**src/rtl/vga_sync_gen.sv**
```systemverilog
// Raster timing generator: free-running h/v counters with registered
// sync, active-video, coordinate and line/frame strobe outputs.
module vga_sync_gen #(
    parameter int   H_ACTIVE = 640,
    parameter int   H_FP     = 16,
    parameter int   H_SYNC   = 96,
    parameter int   H_BP     = 48,
    parameter int   V_ACTIVE = 480,
    parameter int   V_FP     = 10,
    parameter int   V_SYNC   = 2,
    parameter int   V_BP     = 33,
    parameter logic SYNC_POL = 1'b0
) (
    input  logic       clk_in,
    input  logic       rst_n,
    output logic       hsync,
    output logic       vsync,
    output logic       video_on,
    output logic [9:0] pixel_x,
    output logic [9:0] pixel_y,
    output logic       line_start,
    output logic       frame_start
);

    localparam int H_TOTAL = H_ACTIVE + H_FP + H_SYNC + H_BP;
    localparam int V_TOTAL = V_ACTIVE + V_FP + V_SYNC + V_BP;

    localparam logic [9:0] H_LAST = 10'(H_TOTAL - 1);
    localparam logic [9:0] V_LAST = 10'(V_TOTAL - 1);
    localparam logic [9:0] H_ACT  = 10'(H_ACTIVE);
    localparam logic [9:0] V_ACT  = 10'(V_ACTIVE);
    localparam logic [9:0] HS_BEG = 10'(H_ACTIVE + H_FP);
    localparam logic [9:0] HS_END = 10'(H_ACTIVE + H_FP + H_SYNC - 1);
    localparam logic [9:0] VS_BEG = 10'(V_ACTIVE + V_FP);
    localparam logic [9:0] VS_END = 10'(V_ACTIVE + V_FP + V_SYNC - 1);

    logic [9:0] h_q, h_d;
    logic [9:0] v_q, v_d;

    logic       hsync_q, hsync_d;
    logic       vsync_q, vsync_d;
    logic       von_q, von_d;
    logic [9:0] px_q;
    logic [9:0] py_q;
    logic       ls_q, ls_d;
    logic       fs_q, fs_d;

    logic h_wrap;
    logic v_wrap;

    assign h_wrap = (h_q == H_LAST);
    assign v_wrap = (v_q == V_LAST);

    always_comb begin
        h_d = h_q + 10'd1;
        v_d = v_q;
        if (h_wrap) begin
            h_d = '0;
            v_d = v_wrap ? '0 : v_q + 10'd1;
        end
    end

    // Decode the current counter position; registered below so the
    // outputs describe position k-1 at edge k.
    always_comb begin
        hsync_d = ~SYNC_POL;
        vsync_d = ~SYNC_POL;
        if ((h_q >= HS_BEG) && (h_q <= HS_END)) hsync_d = SYNC_POL;
        if ((v_q >= VS_BEG) && (v_q <= VS_END)) vsync_d = SYNC_POL;
        von_d = (h_q < H_ACT) && (v_q < V_ACT);
        ls_d  = (h_q == 10'd0);
        fs_d  = (h_q == 10'd0) && (v_q == 10'd0);
    end

    always_ff @(posedge clk_in or negedge rst_n) begin
        if (!rst_n) begin
            h_q     <= '0;
            v_q     <= '0;
            hsync_q <= ~SYNC_POL;
            vsync_q <= ~SYNC_POL;
            von_q   <= 1'b0;
            px_q    <= '0;
            py_q    <= '0;
            ls_q    <= 1'b0;
            fs_q    <= 1'b0;
        end else begin
            h_q     <= h_d;
            v_q     <= v_d;
            hsync_q <= hsync_d;
            vsync_q <= vsync_d;
            von_q   <= von_d;
            px_q    <= h_q;
            py_q    <= v_q;
            ls_q    <= ls_d;
            fs_q    <= fs_d;
        end
    end

    assign hsync       = hsync_q;
    assign vsync       = vsync_q;
    assign video_on    = von_q;
    assign pixel_x     = px_q;
    assign pixel_y     = py_q;
    assign line_start  = ls_q;
    assign frame_start = fs_q;

endmodule

```
**config.mk**
```make
export PLATFORM = sky130hd
export DESIGN_NAME = vga_sync_gen
export DESIGN_NICKNAME = d
export VERILOG_FILES = /design/src/rtl/vga_sync_gen.sv
export SDC_FILE = /design/constraint.sdc
export NUM_CORES = 1
export LEC_CHECK = 0
export BUFFER_PORTS_ARGS = -buffer_cell sky130_fd_sc_hd__buf_4
export CAP_MARGIN = 20
export CORE_MARGIN = 4
export CORE_UTILIZATION = 35
export DETAILED_ROUTE_END_ITERATION = 10
export MAX_ROUTING_LAYER = met4
export PLACE_DENSITY_LB_ADDON = 0.25
export REMOVE_ABC_BUFFERS = 1
export SYNTH_ARGS = -nofsm -noshare
export SYNTH_HDL_FRONTEND = slang
export SYNTH_SLANG_ARGS = --single-unit
export TNS_END_PERCENT = 5
```
**constraint.sdc**
```tcl
create_clock -name clk_in -period 1.6 [get_ports clk_in]
set_input_delay 0.16 -clock clk_in [delete_from_list [all_inputs] [get_ports clk_in]]
set_output_delay 0.16 -clock clk_in [all_outputs]
set_load 0.1 [all_outputs]
```
Yosys cells after proc, flatten, opt, wreduce, memory -nomap -nowiden. Cells that the tools add are included.

Register bits: 45. Input port bits: 2. Logic and storage cells: 29.

$add $sub $neg: 2. Order comparisons: 6. Equal/unequal tests: 2. Muxes and demuxes: 4. Reductions and logical operators: 6.

Operators with widths (count): 10-bit by 1-bit adder with 10-bit output, second input constant (2); 10-bit == test, second input constant (2); 10-bit zero test (2); 10-bit two-way mux (2); 10-bit greater-or-equal comparator, second input constant (1); 10-bit by 9-bit greater-or-equal comparator with 1-bit output, second input constant (1); 10-bit less-or-equal comparator, second input constant (1); 10-bit by 9-bit less-or-equal comparator with 1-bit output, second input constant (1); 10-bit < comparator, second input constant (1); 10-bit by 9-bit < comparator with 1-bit output, second input constant (1); 1-bit logical AND (4); 1-bit two-way mux (2).

Logic depth before layout (Yosys ltp).
Depth in word-level cells: 3. Mapped depth: 6. Gate-level depth less buffers: 6.

Worst setup path after synthesis. Ideal clock, no wire load.

Path type: flip-flop to flip-flop. Start: register h_q[5]. End: register v_q[9]. Setup time: 0.128 ns. Data arrival time: 1.666 ns. Slack: -0.194 ns. Stages on the path, launching flop included: 6. Buffers on the path: 1. Period minus slack after synthesis: 1.794 ns. Path through: dfrtp_1 -> or3_4 -> or3_1 -> buf_6 -> o32ai_2 -> nor3_1.

Longest elaborated chain between the ends: 1.

RTL lines: from (decl) (line 37) `logic [9:0] h_q, h_d;`; from (signal assigned) (line 77) `h_q <= '0;`; from (signal assigned) (line 87) `h_q <= h_d;`; 10-bit == test (line 51) `assign h_wrap = (h_q == H_LAST);`; to (signal assigned) (line 88) `v_q <= v_d;`; to (decl) (line 38) `logic [9:0] v_q, v_d;`.

Every way passes these cells. A chain may end at the register's enable or synchronous reset.

Final worst setup path.
Start: register h_q[7]. End: register v_q[3].

Same word-level chain as after synthesis.

==> impl_metrics.sql <==
INSERT INTO impl_metrics (metric_group, metric, value, unit) VALUES
('worst_setup_path', 'worst_setup_path_start_kind', 'register', ''),
('routing', 'wl_met3', '203', 'um'),
('floorplanning', 'fp.coreArea', '0.00482', 'mm2'),
('status', 'status', 'finished with violations', ''),
('global_route', 'grt_antenna_before_repair', '0', ''),
('floorplanning', 'die_height', '79.3', 'um'),
('routing', 'top_layer', 'met4', ''),
('timing', 'finalWorstPathRequiredPeriod', '1.74', 'ns'),
('worst_setup_path', 'worst_r2r_startpoint', 'h_q[7]', ''),
('worst_setup_path', 'worst_r2r_path_depth', '4', ''),
('worst_setup_path', 'critPathSlowestCell', 'sky130_fd_sc_hd__or4_4', ''),
('pwr', 'power_leakage', '1.20', 'nW'),
('timing', 'tns', '-0.435', 'ns'),
('yosys', 'ys.warnings.count', '0', ''),
('timing', 'tightest_slew', '0.565', 'ns'),
('run', 'drv_cap', '0', ''),
('cts', 'post_cts.repair.setup_buffers', '0', ''),
('yosys', 'synth_seq_area_share', '0.634', ''),
('timing', 'clock_skew', '0.00783', 'ns'),
('timing', 'clock.fmax', '574', 'MHz'),
('timing', 'finalMaxSlewViolations', '0', ''),
('floorplanning', 'floorplan.initialDensity', '0.370', ''),
('pwr', 'power_density', '855', 'mW/mm2'),
('pwr', 'vdd.ir_drop.worst', '0.361', 'mV'),
('worst_setup_path', 'setup.worst_path.class', 'reg2reg', ''),
('timing', 'hold-worst-slack', '0.397', 'ns'),
('timing', 'timing.final.hold_violations', '0', ''),
('yosys', 'synthesis.instances', '138', ''),
('global_route', 'first_global_vias', '1309', ''),
('routing', 'vias', '1271', ''),
('cts', 'clock_tree.buffer_depth', '2', ''),
('yosys', 'top_reg_cell_synth', 'sky130_fd_sc_hd__dfrtp_1', ''),
('status', 'failed_checks', 'negative setup slack', ''),
('layout', 'antenna_cells', '0', ''),
('placement', 'place.detailed.hpwl', '2600', 'um'),
('layout', 'drive_above_1_share', '0.378', ''),
('placement', 'io_buffer_count', '26', ''),
('yosys', 'number_of_distinct_library_cells_after_synthesis', '39', ''),
('worst_setup_path', 'worst-path-max-fanout', '3', ''),
('routing', 'post_route_m1_wl', '1600', 'um'),
('floorplanning', 'std_cell_rows', '25', ''),
('cts', 'tritoncts', 'yes', ''),
('placement', 'gp_congestion', '0.800', ''),
('worst_setup_path', 'critical_path_arrival', '1.94', 'ns'),
('worst_setup_path', 'end_kind', 'register', ''),
('yosys', 'synthesis.area', '0.00178', 'mm2'),
('yosys', 'synth_area_per_cell', '12.9', 'um2'),
('floorplanning', 'die_x', '79.3', 'um'),
('routing', 'initialDrtViolationCount', '60', ''),
('timing', 'report.final.setup_viol', '7', ''),
('floorplanning', 'design.portCount', '27', ''),
('yosys', 'yosys_register_bits', '45', ''),
('worst_setup_path', 'setup.reg_to_reg.worst_slack', '-0.14', 'ns'),
('routing', 'drt_drc_violations_left', '0', ''),
('cts', 'clockRootBuffer', 'sky130_fd_sc_hd__clkbuf_8', ''),
('timing', 'fin_ws', '-0.141', 'ns'),
('routing', 'drt-wirelength-per-cell', '13.8', 'um'),
('worst_setup_path', 'critical_path.top_delay_family', 'simple AND/OR/NAND/NOR gates', ''),
('routing', 'wl_met2', '1730', 'um'),
('min_path', 'worstHoldPathType', 'in2async', ''),
('worst_setup_path', 'crit_buf_inv', '0', ''),
('timing', 'timing.final.crit_share', '1.09', ''),
('global_route', 'grt_first_pass_wirelength', '6030', 'um'),
('cts', 'htree_num_levels', '2', ''),
('routing', 'vias_per_cell', '4.83', ''),
('layout', 'area_growth_syn_to_layout', '34.7', '%'),
('yosys', 'synth_async_sr_flop_share', '1.00', ''),
('floorplanning', 'design.die.area', '0.00629', 'mm2'),
('worst_setup_path', 'timing.critical_path.cells', 'or3_4, or4_4, a21o_1, a21o_1', ''),
('routing', 'routed_wl', '3630', 'um'),
('timing', 'max-slew-margin-rel', '0.623', '');
## final cells by class
| type | count | area (um2) | area share |
|---|---|---|---|
| well taps | 67 | 83.8 | 0.0350 |
| clock buffers | 6 | 82.6 | 0.0344 |
| repair buffers | 53 | 404 | 0.168 |
| inverters | 6 | 22.5 | 0.00939 |
| multi-input cells | 84 | 639 | 0.267 |
| flip-flops and latches | 45 | 1130 | 0.471 |
| clock inverters | 2 | 37.5 | 0.0156 |
## state kept, by name, summed over array words and instances (netlist names)
name,cells
frame_start,1
h_q,10
hsync,1
line_start,1
pixel_x,10
pixel_y,10
v_q,10
video_on,1
vsync,1
## metrics by stage
stage          area [um2]  instances  setup WS, ns  total power, mW
6_report             2400        263        -0.141             2.05
5_1_grt              2400        263        -0.225             2.14
4_1_cts              2390        263        -0.138             2.08
3_5_place_dp         2240        254        -0.139             1.18
3_3_place_gp         2240        254        -0.111             1.18
2_1_floorplan        1760        135        -0.190             1.16
## how the worst max path moves through the flow
stage	startpoint	to	slack, ns	cells past startpoint
2_1_floorplan	h_q[0]	v_q[3]	-0.19	5
3_3_place_gp	h_q[5]	v_q[9]	-0.11	4
3_5_place_dp	h_q[5]	v_q[9]	-0.14	4
4_1_cts	h_q[5]	v_q[3]	-0.14	4
5_1_grt	h_q[5]	v_q[7]	-0.23	5
6_report	h_q[7]	v_q[3]	-0.14	4
## report_power, final
group	internal, mW	switching [mW]	leakage [nW]
Sequential	1.14	0	0.593
Combinational	0.00322	0.0215	0.545
Clock	0.507	0.381	0.0574
## logic make-up after synthesis
kind of cell / count (synthesis) / share of synthesized area
flops: 45 / 0.634
fa+ha+maj: 5 / 0.0351
buf+inv: 9 / 0.0232
compound gates: 16 / 0.0731
xor+xnor: 10 / 0.0492
simple gates: 52 / 0.179
mux: 1 / 0.00632
## synthesized netlist by cell type (2+ instances only)
cell | number | area share
sky130_fd_sc_hd__a21o_1 | 2 | 0.0084
sky130_fd_sc_hd__a21oi_1 | 2 | 0.0056
sky130_fd_sc_hd__and2_1 | 3 | 0.011
sky130_fd_sc_hd__and3_1 | 6 | 0.021
sky130_fd_sc_hd__and4_1 | 2 | 0.0098
sky130_fd_sc_hd__clkbuf_1 | 2 | 0.0042
sky130_fd_sc_hd__dfrtp_1 | 43 | 0.60
sky130_fd_sc_hd__dfstp_2 | 2 | 0.030
sky130_fd_sc_hd__ha_1 | 5 | 0.035
sky130_fd_sc_hd__inv_1 | 6 | 0.013
sky130_fd_sc_hd__nand2_1 | 5 | 0.011
sky130_fd_sc_hd__nand3_1 | 8 | 0.022
sky130_fd_sc_hd__nand4_1 | 3 | 0.011
sky130_fd_sc_hd__nor2_1 | 9 | 0.019
sky130_fd_sc_hd__nor3_1 | 5 | 0.014
sky130_fd_sc_hd__nor4_1 | 2 | 0.0070
sky130_fd_sc_hd__o21a_1 | 2 | 0.0084
sky130_fd_sc_hd__o21ai_0 | 2 | 0.0056
sky130_fd_sc_hd__xnor2_1 | 5 | 0.025
sky130_fd_sc_hd__xor2_1 | 5 | 0.025
## placed cells by master (no fill, tap or decap), types with 2 or more instances in the layout
cell type	count
sky130_fd_sc_hd__buf_4	51
sky130_fd_sc_hd__dfrtp_1	43
sky130_fd_sc_hd__nor2_1	9
sky130_fd_sc_hd__nand3_1	8
sky130_fd_sc_hd__inv_1	6
sky130_fd_sc_hd__clkbuf_8	6
sky130_fd_sc_hd__nand2_1	5
sky130_fd_sc_hd__and3_1	5
sky130_fd_sc_hd__xor2_1	5
sky130_fd_sc_hd__xnor2_1	5
sky130_fd_sc_hd__nor3_1	5
sky130_fd_sc_hd__ha_1	5
sky130_fd_sc_hd__and2_1	3
sky130_fd_sc_hd__nand4_1	3
sky130_fd_sc_hd__or3_4	2
sky130_fd_sc_hd__o21a_1	2
sky130_fd_sc_hd__nor4_1	2
sky130_fd_sc_hd__and4_1	2
sky130_fd_sc_hd__a21oi_1	2
sky130_fd_sc_hd__a21o_1	2
sky130_fd_sc_hd__dfstp_2	2
## routing by layer
layer / GRT usage / up-vias
li1: - / 602
met1: 0.148 / 626
met2: 0.197 / 32
met3: 0.0397 / 11
met4: 0.0722 / 0
met5: - / -
## repair_timing
action	CTS	global route
hold buffers	1	0
endpoints found under the setup margin	8	14
cloned	0	0
endpoints found under the hold margin	43	0
pin swaps	2	5
gates resized for setup	4	4
## worst reg2reg max path, stage by stage, from the launching register on
cell	delay (ns)
sky130_fd_sc_hd__dfrtp_1	0.39
sky130_fd_sc_hd__or3_4	0.40
sky130_fd_sc_hd__or4_4	0.51
sky130_fd_sc_hd__a21o_1	0.17
sky130_fd_sc_hd__a21o_1	0.17
Note: power is estimated with default switching activity, not from simulation.
